--- config.mk ---
export PLATFORM = sky130hd
export DESIGN_NAME = diannao_node_seq
export DESIGN_NICKNAME = d
export VERILOG_FILES = /design/src/rtl/diannao_node_seq.sv
export SDC_FILE = /design/constraint.sdc
export NUM_CORES = 1
export LEC_CHECK = 0
export ABC_AREA = 1
export CORE_ASPECT_RATIO = 1.2
export CORE_MARGIN = 2
export CORE_UTILIZATION = 35
export CTS_CLUSTER_SIZE = 14
export DETAILED_ROUTE_END_ITERATION = 10
export GPL_ROUTABILITY_DRIVEN = 1
export GPL_TIMING_DRIVEN = 0
export PLACE_DENSITY = 0.55
export SYNTH_ARGS = -nofsm -noshare
export SYNTH_HDL_FRONTEND = slang
export SYNTH_SLANG_ARGS = --single-unit
--- constraint.sdc ---
create_clock -name clk -period 2.6 [get_ports clk]
set_clock_uncertainty 0.2 [all_clocks]
set_input_delay 0.39 -clock clk [delete_from_list [all_inputs] [get_ports clk]]
set_output_delay 0.39 -clock clk [all_outputs]
set_load 0.02 [all_outputs]
--- src/rtl/diannao_node_seq.sv ---
// diannao_node_seq: layer sequencer for a DianNao-style node.
// It walks the (input block, output block) tile space and issues one NBin
// address per synapse tile. The matching accumulate and NBout write-back
// controls come out PIPE_LAT cycles later through a tracking shift register.
// That register is never stalled, so a synapse-buffer bubble travels down it
// as an invalid entry.
module diannao_node_seq #(
    parameter int ADDR_WIDTH = 6,
    parameter int PIPE_LAT   = 5
) (
    input  logic                  clk,
    input  logic                  rst,
    input  logic                  i_start,
    input  logic [ADDR_WIDTH-1:0] i_in_blks_m1,
    input  logic [ADDR_WIDTH-1:0] i_out_blks_m1,
    input  logic                  i_sigmoid_en,
    input  logic                  i_sb_valid,
    output logic                  o_sb_rd,
    output logic [ADDR_WIDTH-1:0] o_nbin_addr,
    output logic                  o_acc_en,
    output logic                  o_acc_first,
    output logic                  o_nbout_wen,
    output logic [ADDR_WIDTH-1:0] o_nbout_addr,
    output logic                  o_nbout_nfu2_nfu3,
    output logic                  o_busy,
    output logic                  o_done
);

    typedef enum logic [1:0] {S_IDLE, S_ISSUE, S_DRAIN, S_DONE} state_t;

    state_t                  state_q, state_d;
    logic [ADDR_WIDTH-1:0]   in_cnt_q, in_cnt_d;
    logic [ADDR_WIDTH-1:0]   out_cnt_q, out_cnt_d;
    logic [ADDR_WIDTH-1:0]   in_m1_q, in_m1_d;
    logic [ADDR_WIDTH-1:0]   out_m1_q, out_m1_d;
    logic                    sig_q, sig_d;

    // Tracking pipe. Fields are zeroed when an entry is invalid, so the tail
    // flops can drive the outputs directly with no extra masking.
    logic [PIPE_LAT-1:0]                 vld_q, vld_d;
    logic [PIPE_LAT-1:0]                 first_q, first_d;
    logic [PIPE_LAT-1:0]                 last_q, last_d;
    logic [PIPE_LAT-1:0]                 nfu3_q, nfu3_d;
    logic [PIPE_LAT-1:0][ADDR_WIDTH-1:0] addr_q, addr_d;

    logic issue;
    logic in_wrap;
    logic pend;

    assign issue   = (state_q == S_ISSUE) && i_sb_valid;
    assign in_wrap = (in_cnt_q == in_m1_q);
    // Work is still pending if any entry remains after this edge. When the
    // last entry sits at the tail, DONE follows right after its write.
    assign pend    = |vld_d;

    // Next-state logic, counters and config latch
    always_comb begin
        state_d   = state_q;
        in_cnt_d  = in_cnt_q;
        out_cnt_d = out_cnt_q;
        in_m1_d   = in_m1_q;
        out_m1_d  = out_m1_q;
        sig_d     = sig_q;
        unique case (state_q)
            S_IDLE: begin
                if (i_start) begin
                    in_m1_d   = i_in_blks_m1;
                    out_m1_d  = i_out_blks_m1;
                    sig_d     = i_sigmoid_en;
                    in_cnt_d  = '0;
                    out_cnt_d = '0;
                    state_d   = S_ISSUE;
                end
            end
            S_ISSUE: begin
                if (issue) begin
                    if (in_wrap) begin
                        in_cnt_d  = '0;
                        out_cnt_d = out_cnt_q + ADDR_WIDTH'(1);
                        if (out_cnt_q == out_m1_q) state_d = S_DRAIN;
                    end else begin
                        in_cnt_d = in_cnt_q + ADDR_WIDTH'(1);
                    end
                end
            end
            S_DRAIN: begin
                if (!pend) state_d = S_DONE;
            end
            S_DONE: begin
                state_d = S_IDLE;
            end
            default: state_d = S_IDLE;
        endcase
    end

    // Shift the tracking pipe by one stage and insert the entry for this cycle at the head
    always_comb begin
        vld_d      = '0;
        first_d    = '0;
        last_d     = '0;
        nfu3_d     = '0;
        addr_d     = '0;
        vld_d[0]   = issue;
        first_d[0] = issue && (in_cnt_q == '0);
        last_d[0]  = issue && in_wrap;
        nfu3_d[0]  = issue && in_wrap && sig_q;
        addr_d[0]  = issue ? out_cnt_q : '0;
        for (int k = 1; k < PIPE_LAT; k++) begin
            vld_d[k]   = vld_q[k-1];
            first_d[k] = first_q[k-1];
            last_d[k]  = last_q[k-1];
            nfu3_d[k]  = nfu3_q[k-1];
            addr_d[k]  = addr_q[k-1];
        end
    end

    // State, counter, config and pipe registers
    always_ff @(posedge clk or posedge rst) begin
        if (rst) begin
            state_q   <= S_IDLE;
            in_cnt_q  <= '0;
            out_cnt_q <= '0;
            in_m1_q   <= '0;
            out_m1_q  <= '0;
            sig_q     <= 1'b0;
            vld_q     <= '0;
            first_q   <= '0;
            last_q    <= '0;
            nfu3_q    <= '0;
            addr_q    <= '0;
        end else begin
            state_q   <= state_d;
            in_cnt_q  <= in_cnt_d;
            out_cnt_q <= out_cnt_d;
            in_m1_q   <= in_m1_d;
            out_m1_q  <= out_m1_d;
            sig_q     <= sig_d;
            vld_q     <= vld_d;
            first_q   <= first_d;
            last_q    <= last_d;
            nfu3_q    <= nfu3_d;
            addr_q    <= addr_d;
        end
    end

    assign o_sb_rd           = issue;
    assign o_nbin_addr       = (state_q == S_ISSUE) ? in_cnt_q : '0;
    assign o_acc_en          = vld_q[PIPE_LAT-1];
    assign o_acc_first       = first_q[PIPE_LAT-1];
    assign o_nbout_wen       = last_q[PIPE_LAT-1];
    assign o_nbout_addr      = addr_q[PIPE_LAT-1];
    assign o_nbout_nfu2_nfu3 = nfu3_q[PIPE_LAT-1];
    assign o_busy            = (state_q == S_ISSUE) || (state_q == S_DRAIN);
    assign o_done            = (state_q == S_DONE);

endmodule

==> results.cfg, run 1 <==
[global_routing]
grt_max_degree = 45
grt_usage_pct = 13.1
grt_pass1_wl_um = 9090
first_global_vias = 1944
antenna_found_initial = 0
gr-total-overflow = 0

[synthesis]
synth_warnings = 0
syn-cell-area_um2 = 2960
synth_seq_area_share_pct = 65.1
ys.flop_type = dfrtp_1
synth.avg_cell_area_um2 = 10.4
synth.area.top_cells = dfrtp_1, nand2_1, nor2_1
ys_async_sr_fraction_pct = 100
synth_seq_cells = 77
synth_area_leader_cell = dfrtp_1
synth_common_cells = dfrtp_1, nand2_1, nor2_1, inv_1, a21oi_1
synth_top_area_share_pct = 65.1
synthMuxAreaShare_pct = 0.381
synth_compound_area_share_pct = 5.46
netlist_instances = 284
synth_xor_area_share_pct = 0.888
synth-simple-area-share_pct = 18.4
synthesis.nets = 308
yosys.cell_count.top_type = dfrtp_1
synth-edff-count = 0
synth_fa_ha_area_share_pct = 2.96
ys_types = 28
synth_top_family_by_area = simple AND/OR/NAND/NOR gates

[timing]
holdWs_ns = 0.146
rsz0062_at_grt = false
min_period_ns = 2.40
fmax_mhz = 416
max_slew_margin_pct = 64.6
hold_viol_final = 0
min_period_over_period_pct = 92.4
tns_ns = 0
setup_viol = 0
drv_slew = 0
worstMarginPinSlew_ns = 0.532

[route]
dr.pass1.iters = 4
vias_per_cell = 4.35
ant_nets = 0
wire_per_inst_um = 11.6
routed_wl_um = 5220
drc = 0
drt_iter0_markers = 58
dr_total_vias = 1951

[clocking]
clkTransAtPathRegs_ns = 0.08
clock_latency_ns = 0.36
cts_max_level = 3
cts_tree = built
cts_sinks = 77
postCtsSetupBuffers = 0
cts_buffers = 9
clock-root-buffer = clkbuf_8
cts_max_path_buffers = 2

[floorplan]
die_area_um2 = 9210
start_util_pct = 36.3
die_width_um = 87.9
core_um2 = 8150
die_h_um = 105
num_rows = 36
pin_count = 36

[layout]
nFillCells = 790
syn2layout_area_growth_pct = 25.0
drive_gt1_share_pct = 13.4
antenna_cells = 0
final_cells = 449
fin_nets = 354
register_area_um2 = 1930
utilization_pct = 45.3
final_area_um2 = 3700
multi_input_area_um2 = 833

[place]
io_buffers = 35
dp.cells = 434
dpl.hpwl_um = 3600
globalplace.congestion = 0.812
placed_area_um2 = 3470

[setup_path]
crit_required_ns = 2.01
cpMostUsedCell = inv_1
critical_path_arrival_ns = 1.81
critPathSlowestCell = dfrtp_1
critPathMaxFanout = 10
cpPeakStageDelay_ns = 0.42
cp-end-kind = output port
cp_cell_sequence = inv_1, ha_1, buf_6, clkbuf_4, nand2_1, inv_1, dlygate4sd2_1
crit_type = flip-flop to output port
worstSetupStartpointType = flip-flop

[power]
p_int_w = 0.00240
p_comb_share_pct = 30.9
p_seq_share_pct = 41.1
max-vdd-ir-drop_uv = 587
p_sw_share_pct = 34.8
power_frac_clock_pct = 28.0
p_leak_nw = 1.90
switching_power_w = 0.00128
power_density_nw_per_um2 = 995

[worst_hold_path]
hp-class = flip-flop to flip-flop

[run]
max_cap_viol_count = 0

[outcome]
status = complete, no violations
==> through the flow <==
step                total power [W]  setup WS (ns)
floorplan                   0.00237         0.0433
global placement            0.00267          -1.17
detailed placement          0.00269        -0.0509
CTS                         0.00373          0.166
global route                0.00396         0.0242
finish                      0.00368          0.198
==> power by group through the flow <==
stage	clock network, W	registers, W	logic (W)
6_report	0.00103	0.00151	0.00113
5_1_grt	0.00112	0.00154	0.00129
3_3_place_gp	0	0.00153	0.00114
3_5_place_dp	0	0.00154	0.00115
4_1_cts	0.00105	0.00151	0.00116
2_1_floorplan	0	0.00152	0.000848
==> placed cells by master, fill, tap and decap left out, types with 3 or more instances in the layout <==
master           Yosys  final
nand2_1             63     62
clkbuf_8             0     10
o21ai_2              6      6
dlygate4sd2_1        0      7
ha_1                 7      7
inv_1               32     31
nor2_1              34     34
inv_2                7      7
a21oi_1             15     15
dfrtp_1             77     77
nand3_1             10     10
nand2_2              2      3
xor2_1               3      3
o21ai_0              4      4
clkdlybuf4s50_1      0     28
nand4_1              4      4
==> cells by family (layout without fill, tap and decap cells) <==
group	Yosys count	in the layout
AO/OA/AOI/OAI	27	27
XOR/XNOR	3	3
multiplexers	1	1
adder cells (fa/ha/maj)	7	7
AND/OR/NAND/NOR	123	123
flip-flops	77	77
buffers and inverters	46	97
==> flip-flops by register name, summed over array words and instances (netlist names) <==
name / cells
first_q: 5
in_m1_q: 6
vld_q: 5
addr_d: 24
state_q: 2
o_nbout_addr: 6
sig_q: 1
out_m1_q: 6
out_cnt_q: 6
last_q: 5
in_cnt_q: 6
nfu3_q: 5
==> per-layer routing <==
| metal | up-vias | global-route usage (%) | share of wire [%] |
|---|---|---|---|
| met1 | 932 | 16.5 | 45 |
| met5 | - | 0 | 0 |
| met3 | 8 | 4.34 | 4.8 |
| met4 | 0 | 5.27 | 1.6 |
| li1 | 971 | - | - |
| met2 | 40 | 20.4 | 49 |
==> area by class of cell <==
type	count	share of cell area, %
Clock buffer	10	3.72
Sequential cell	77	52.1
Multi-Input combinational cell	161	22.5
Clock inverter	6	2.50
Timing Repair Buffer	36	9.78
Inverter	40	4.47
Buffer	5	1.02
Tap cell	114	3.86
==> what timing repair did <==
item                       4_1_cts  5_1_grt
hold buffers                     0        0
setup endpoints to repair        7        0
resized for setup               10        0
==> worst paths after layout <==
kind	from	end	slack, ns	cells after the start
setup / recovery	state_q[1]	o_nbin_addr[0]	0.20	7
hold / removal	addr_d[18]	addr_d[24]	0.15	0
setup reg to reg	state_q[1]	state_q[0]	0.64	11
hold reg to reg	addr_d[18]	addr_d[24]	0.15	0
max in group asynchronous	rst	out_cnt_q[3]	1.43	3
min in group asynchronous	rst	o_nbout_addr[5]	0.20	2
==> critical path: cells and delay by family (launching register included) <==
kind                       cells  cell delay, ns
DFF                            1            0.42
buffers and inverters          5            0.81
adders and majority gates      1            0.15
and+or+nand+nor                1            0.07
Power figures use the tool's default switching activity.
==> run 2: changes to the inputs <==
- PLACE_DENSITY: 0.55 -> 0.53
- clock period: 2.6 -> 2.5 ns (I/O delays scaled with it)
==> run 2 against run 1 <==
Routed wire length fell by 1.1%. Critical endpoint unchanged. Core utilization rose by 0.12 points. Combinational power up 4%.
==> results.cfg, run 2 (synthesis gave the netlist of run 1 again) <==
[floorplan]
die_area_um2 = 9210
die_width_um = 87.9
pin_count = 36
core_um2 = 8150
num_rows = 36
die_h_um = 105
start_util_pct = 36.3

[clocking]
clock-root-buffer = clkbuf_8
clkTransAtPathRegs_ns = 0.08
clock_latency_ns = 0.35
cts_buffers = 9
cts_max_path_buffers = 2
postCtsHoldBufs = 0
postCtsSetupBuffers = 0
cts_tree = built
cts_max_level = 3
cts_sinks = 77

[layout]
layout_commonest_cell = dfrtp_1
mostFrequentLayoutCells = dfrtp_1, nand2_1, nor2_1
fin_nets = 354
syn2layout_area_growth_pct = 25.3
nFillCells = 786
antenna_cells = 0
drive_gt1_share_pct = 13.2
multi_input_area_um2 = 833
final_cells = 448
largest_register_ffs = 24
register_area_um2 = 1930

[timing]
rsz0062_at_grt = false
holdWs_ns = 0.149
hold_viol_final = 0
worstMarginPinSlew_ns = 0.786
drv_slew = 0
min_period_ns = 2.38
fmax_mhz = 420
max_slew_margin_pct = 47.5
setup_viol = 0
min_period_over_period_pct = 95.2

[route]
dr_total_vias = 1913
drt_iter0_markers = 96
dr.pass1.iters = 4
drc = 0
ant_nets = 0
wire_per_inst_um = 11.5
routed_wl_um = 5160
vias_per_cell = 4.27

[power]
switching_power_w = 0.00131
p_int_w = 0.00256
p_sw_share_pct = 33.8
power_frac_clock_pct = 28.9
p_seq_share_pct = 40.7
max-vdd-ir-drop_uv = 686
power_density_nw_per_um2 = 1040
p_comb_share_pct = 30.4
p_leak_nw = 1.90

[global_routing]
first_global_vias = 1862
antenna_found_initial = 0
grt_max_degree = 43
grt_pass1_wl_um = 8880
grt_usage_pct = 12.9
gr-total-overflow = 0

[setup_path]
cpPeakStageDelay_ns = 0.42
cpMostUsedCell = inv_1
critical_path_arrival_ns = 1.81
worstSetupStartpointType = flip-flop
cp_cell_sequence = inv_1, ha_1, buf_6, clkbuf_4, nand2_1, inv_1, dlygate4sd2_1
cp-end-kind = output port
crit_family = buffers and inverters
crit_required_ns = 1.92
crit_type = flip-flop to output port
critPathSlowestCell = dfrtp_1
path_buf_inv = 5
critPathMaxFanout = 10

[place]
dpl.hpwl_um = 3470
dp.cells = 434
io_buffers = 35
globalplace.congestion = 0.772

[run]
max_cap_viol_count = 0

[worst_hold_path]
hp-class = flip-flop to flip-flop

[outcome]
status = complete, no violations
run 2: final timing paths:
kind	startpoint	endpoint	slack [ns]	cells after the start
hold / removal	last_q[0]	last_q[1]	0.15	0
hold reg to reg	last_q[0]	last_q[1]	0.15	0
max in group asynchronous	rst	addr_d[12]	1.13	3
setup / recovery	state_q[1]	o_nbin_addr[0]	0.12	7
min in group asynchronous	rst	o_nbout_addr[5]	0.32	2
setup reg to reg	state_q[0]	in_m1_q[5]	0.54	5
run 2: power by group through the flow:
stage	logic (W)	registers (W)	clock network (W)
after floorplan	0.000882	0.00158	0
after global placement	0.00119	0.00159	0
after detailed placement	0.00120	0.00160	0
after CTS	0.00121	0.00157	0.00115
after global routing	0.00134	0.00160	0.00120
final	0.00117	0.00157	0.00112
run 2: per-stage QoR:
step / utilization, % / TNS, ns / power [W] / area, um2 / setup slack (ns)
CTS: 45.4 / 0 / 0.00393 / 3700 / 0.0790
global placement: 42.4 / -0.307 / 0.00278 / 3450 / -0.134
floorplan: - / 0 / 0.00247 / 2960 / 0.681
detailed placement: 42.6 / -0.254 / 0.00280 / 3470 / -0.124
finish: 45.5 / 0 / 0.00386 / 3710 / 0.119
global route: 45.5 / 0 / 0.00415 / 3710 / 0.000274
run 2: per-layer routing:
metal,routed length (um),GRT usage (%),vias to the layer above
met4,118,6.59,0
met1,2440,17.3,900
met5,0,0,-
li1,-,-,968
met3,174,3.63,10
met2,2430,18.8,35
run 2: layout make-up:
cell class,instances,share of cell area [%]
Clock buffer,9,3.34
Timing Repair Buffer,36,9.82
Clock inverter,6,3.04
Buffer,5,1.01
Sequential cell,77,52.0
Tap cell,114,3.85
Multi-Input combinational cell,161,22.5
Inverter,40,4.49
run 2: timing repair:
| item | CTS | global route |
|---|---|---|
| endpoints found under the setup margin | 7 | 2 |
| cloned | 0 | 0 |
| gates resized for setup | 10 | 2 |
| pin swaps | 0 | 0 |
==> run 3: changes to the inputs <==
- GPL_TIMING_DRIVEN: 0 -> not set
==> run 3 against run 2 <==
Setup slack improved by 0.050 ns. Clock-buffer cell count increased by 1. Fmax increased by 2.2%. Global-route usage decreased by 0.64 points. Register-to-register slack got worse by 0.10 ns. Hold slack got worse by 0.0062 ns. Combinational power about the same. Core utilization decreased by 0.17 points. Largest power group unchanged. Total power decreased by 3.3%. Critical path type unchanged.
==> results.cfg, run 3 (synthesis gave the netlist of run 1 again) <==
[layout]
layout_commonest_cell = dfrtp_1
mostFrequentLayoutCells = dfrtp_1, nand2_1, nor2_1
largest_register_ffs = 24
syn2layout_area_growth_pct = 24.9
antenna_cells = 0
register_area_um2 = 1930
nFillCells = 786
multi_input_area_um2 = 831
drive_gt1_share_pct = 13.4
fin_nets = 354

[setup_path]
crit_type = flip-flop to output port
cp-end-kind = output port
critical_path_arrival_ns = 1.76
critPathMaxFanout = 4
crit_required_ns = 1.92
worstSetupStartpointType = flip-flop

[outcome]
status = complete, no violations

[floorplan]
die_width_um = 87.9
start_util_pct = 36.3
die_area_um2 = 9210
die_h_um = 105
core_um2 = 8150
pin_count = 36
num_rows = 36

[clocking]
cts_max_level = 3
cts_resized = 7
cts_max_path_buffers = 2
clock-root-buffer = clkbuf_8
clkTransAtPathRegs_ns = 0.08
cts_tree = built
postCtsSetupBuffers = 0
postCtsHoldBufs = 0
cts_buffers = 9
cts_sinks = 77
clock_latency_ns = 0.33

[timing]
fin_ws_ns = 0.169
worstMarginPinSlew_ns = 0.518
min_period_ns = 2.33
hold_viol_final = 0
tns_ns = 0
min_period_over_period_pct = 93.2
max_slew_margin_pct = 65.4
fmax_mhz = 429
rsz0062_at_grt = false
setup_viol = 0
drv_slew = 0

[route]
dr.pass1.iters = 4
drc = 0
vias_per_cell = 4.31
routed_wl_um = 5100
drt_iter0_markers = 69
wire_per_inst_um = 11.4
dr_total_vias = 1933
ant_nets = 0

[global_routing]
antenna_found_initial = 0
gr-total-overflow = 0
grt_usage_pct = 12.2
grt_max_degree = 33
first_global_vias = 1864
grt_pass1_wl_um = 8810

[power]
p_seq_share_pct = 42.2
p_int_w = 0.00244
power_density_nw_per_um2 = 1010
max-vdd-ir-drop_uv = 543
switching_power_w = 0.00129
p_sw_share_pct = 34.6
p_leak_nw = 1.90
p_comb_share_pct = 30.9
power_frac_clock_pct = 26.9

[place]
io_buffers = 35
place_ws_ns = 0.288
globalplace.congestion = 0.773
dpl.hpwl_um = 3480

[worst_hold_path]
hp-class = flip-flop to flip-flop

[run]
max_cap_viol_count = 0
[run 3: final cells by class]
type                    count  share of cell area [%]
inverters                  40                    4.51
clock inverters             6                    2.37
clock buffers              10                    3.46
flip-flops and latches     77                    52.2
well taps                 114                    3.86
repair buffers             41                    11.1
multi-input cells         161                    22.5
[run 3: routing by layer]
| metal | vias to the layer above | part of all wire, % | track usage [%] |
|---|---|---|---|
| met5 | - | 0 | 0 |
| met4 | 0 | 1.5 | 4.62 |
| met3 | 8 | 3.2 | 2.84 |
| met2 | 41 | 47 | 18.6 |
| met1 | 916 | 48 | 16.9 |
| li1 | 968 | - | - |
[run 3: worst max-delay path, stage by stage, from the launching register on]
cell and delay [ns]:
dfrtp_1 0.42, inv_1 0.08, ha_1 0.31, clkdlybuf4s50_1 0.61
[run 3: power groups by stage]
stage | Clock, W | Sequential [W] | Combinational (W)
floorplan | 0 | 0.00158 | 0.000882
global placement | 0 | 0.00159 | 0.00116
detailed placement | 0 | 0.00160 | 0.00118
CTS | 0.00105 | 0.00158 | 0.00118
global route | 0.00110 | 0.00161 | 0.00130
finish | 0.00101 | 0.00158 | 0.00115
[run 3: worst paths after layout]
check,start,to,slack (ns),depth (start not counted)
max,state_q[0],o_busy,0.17,3
max reg2reg,state_q[1],state_q[1],0.44,12
min in group asynchronous,rst,o_nbout_addr[3],0.22,2
min reg2reg,addr_d[29],o_nbout_addr[5],0.14,0
min,addr_d[29],o_nbout_addr[5],0.14,0
max in group asynchronous,rst,state_q[1],1.37,3
[run 3: through the flow]
stage                     area (um2)  total power, W  utilization (%)  hold WS [ns]  cells
after global placement          3490         0.00275             42.8         0.132    433
after CTS                       3690         0.00380             45.3         0.140    449
after global routing            3690         0.00401             45.3         0.149    449
final                           3690         0.00374             45.3         0.142    449
after floorplan                 2960         0.00247                -         0.131    284
after detailed placement        3490         0.00278             42.8         0.135    433
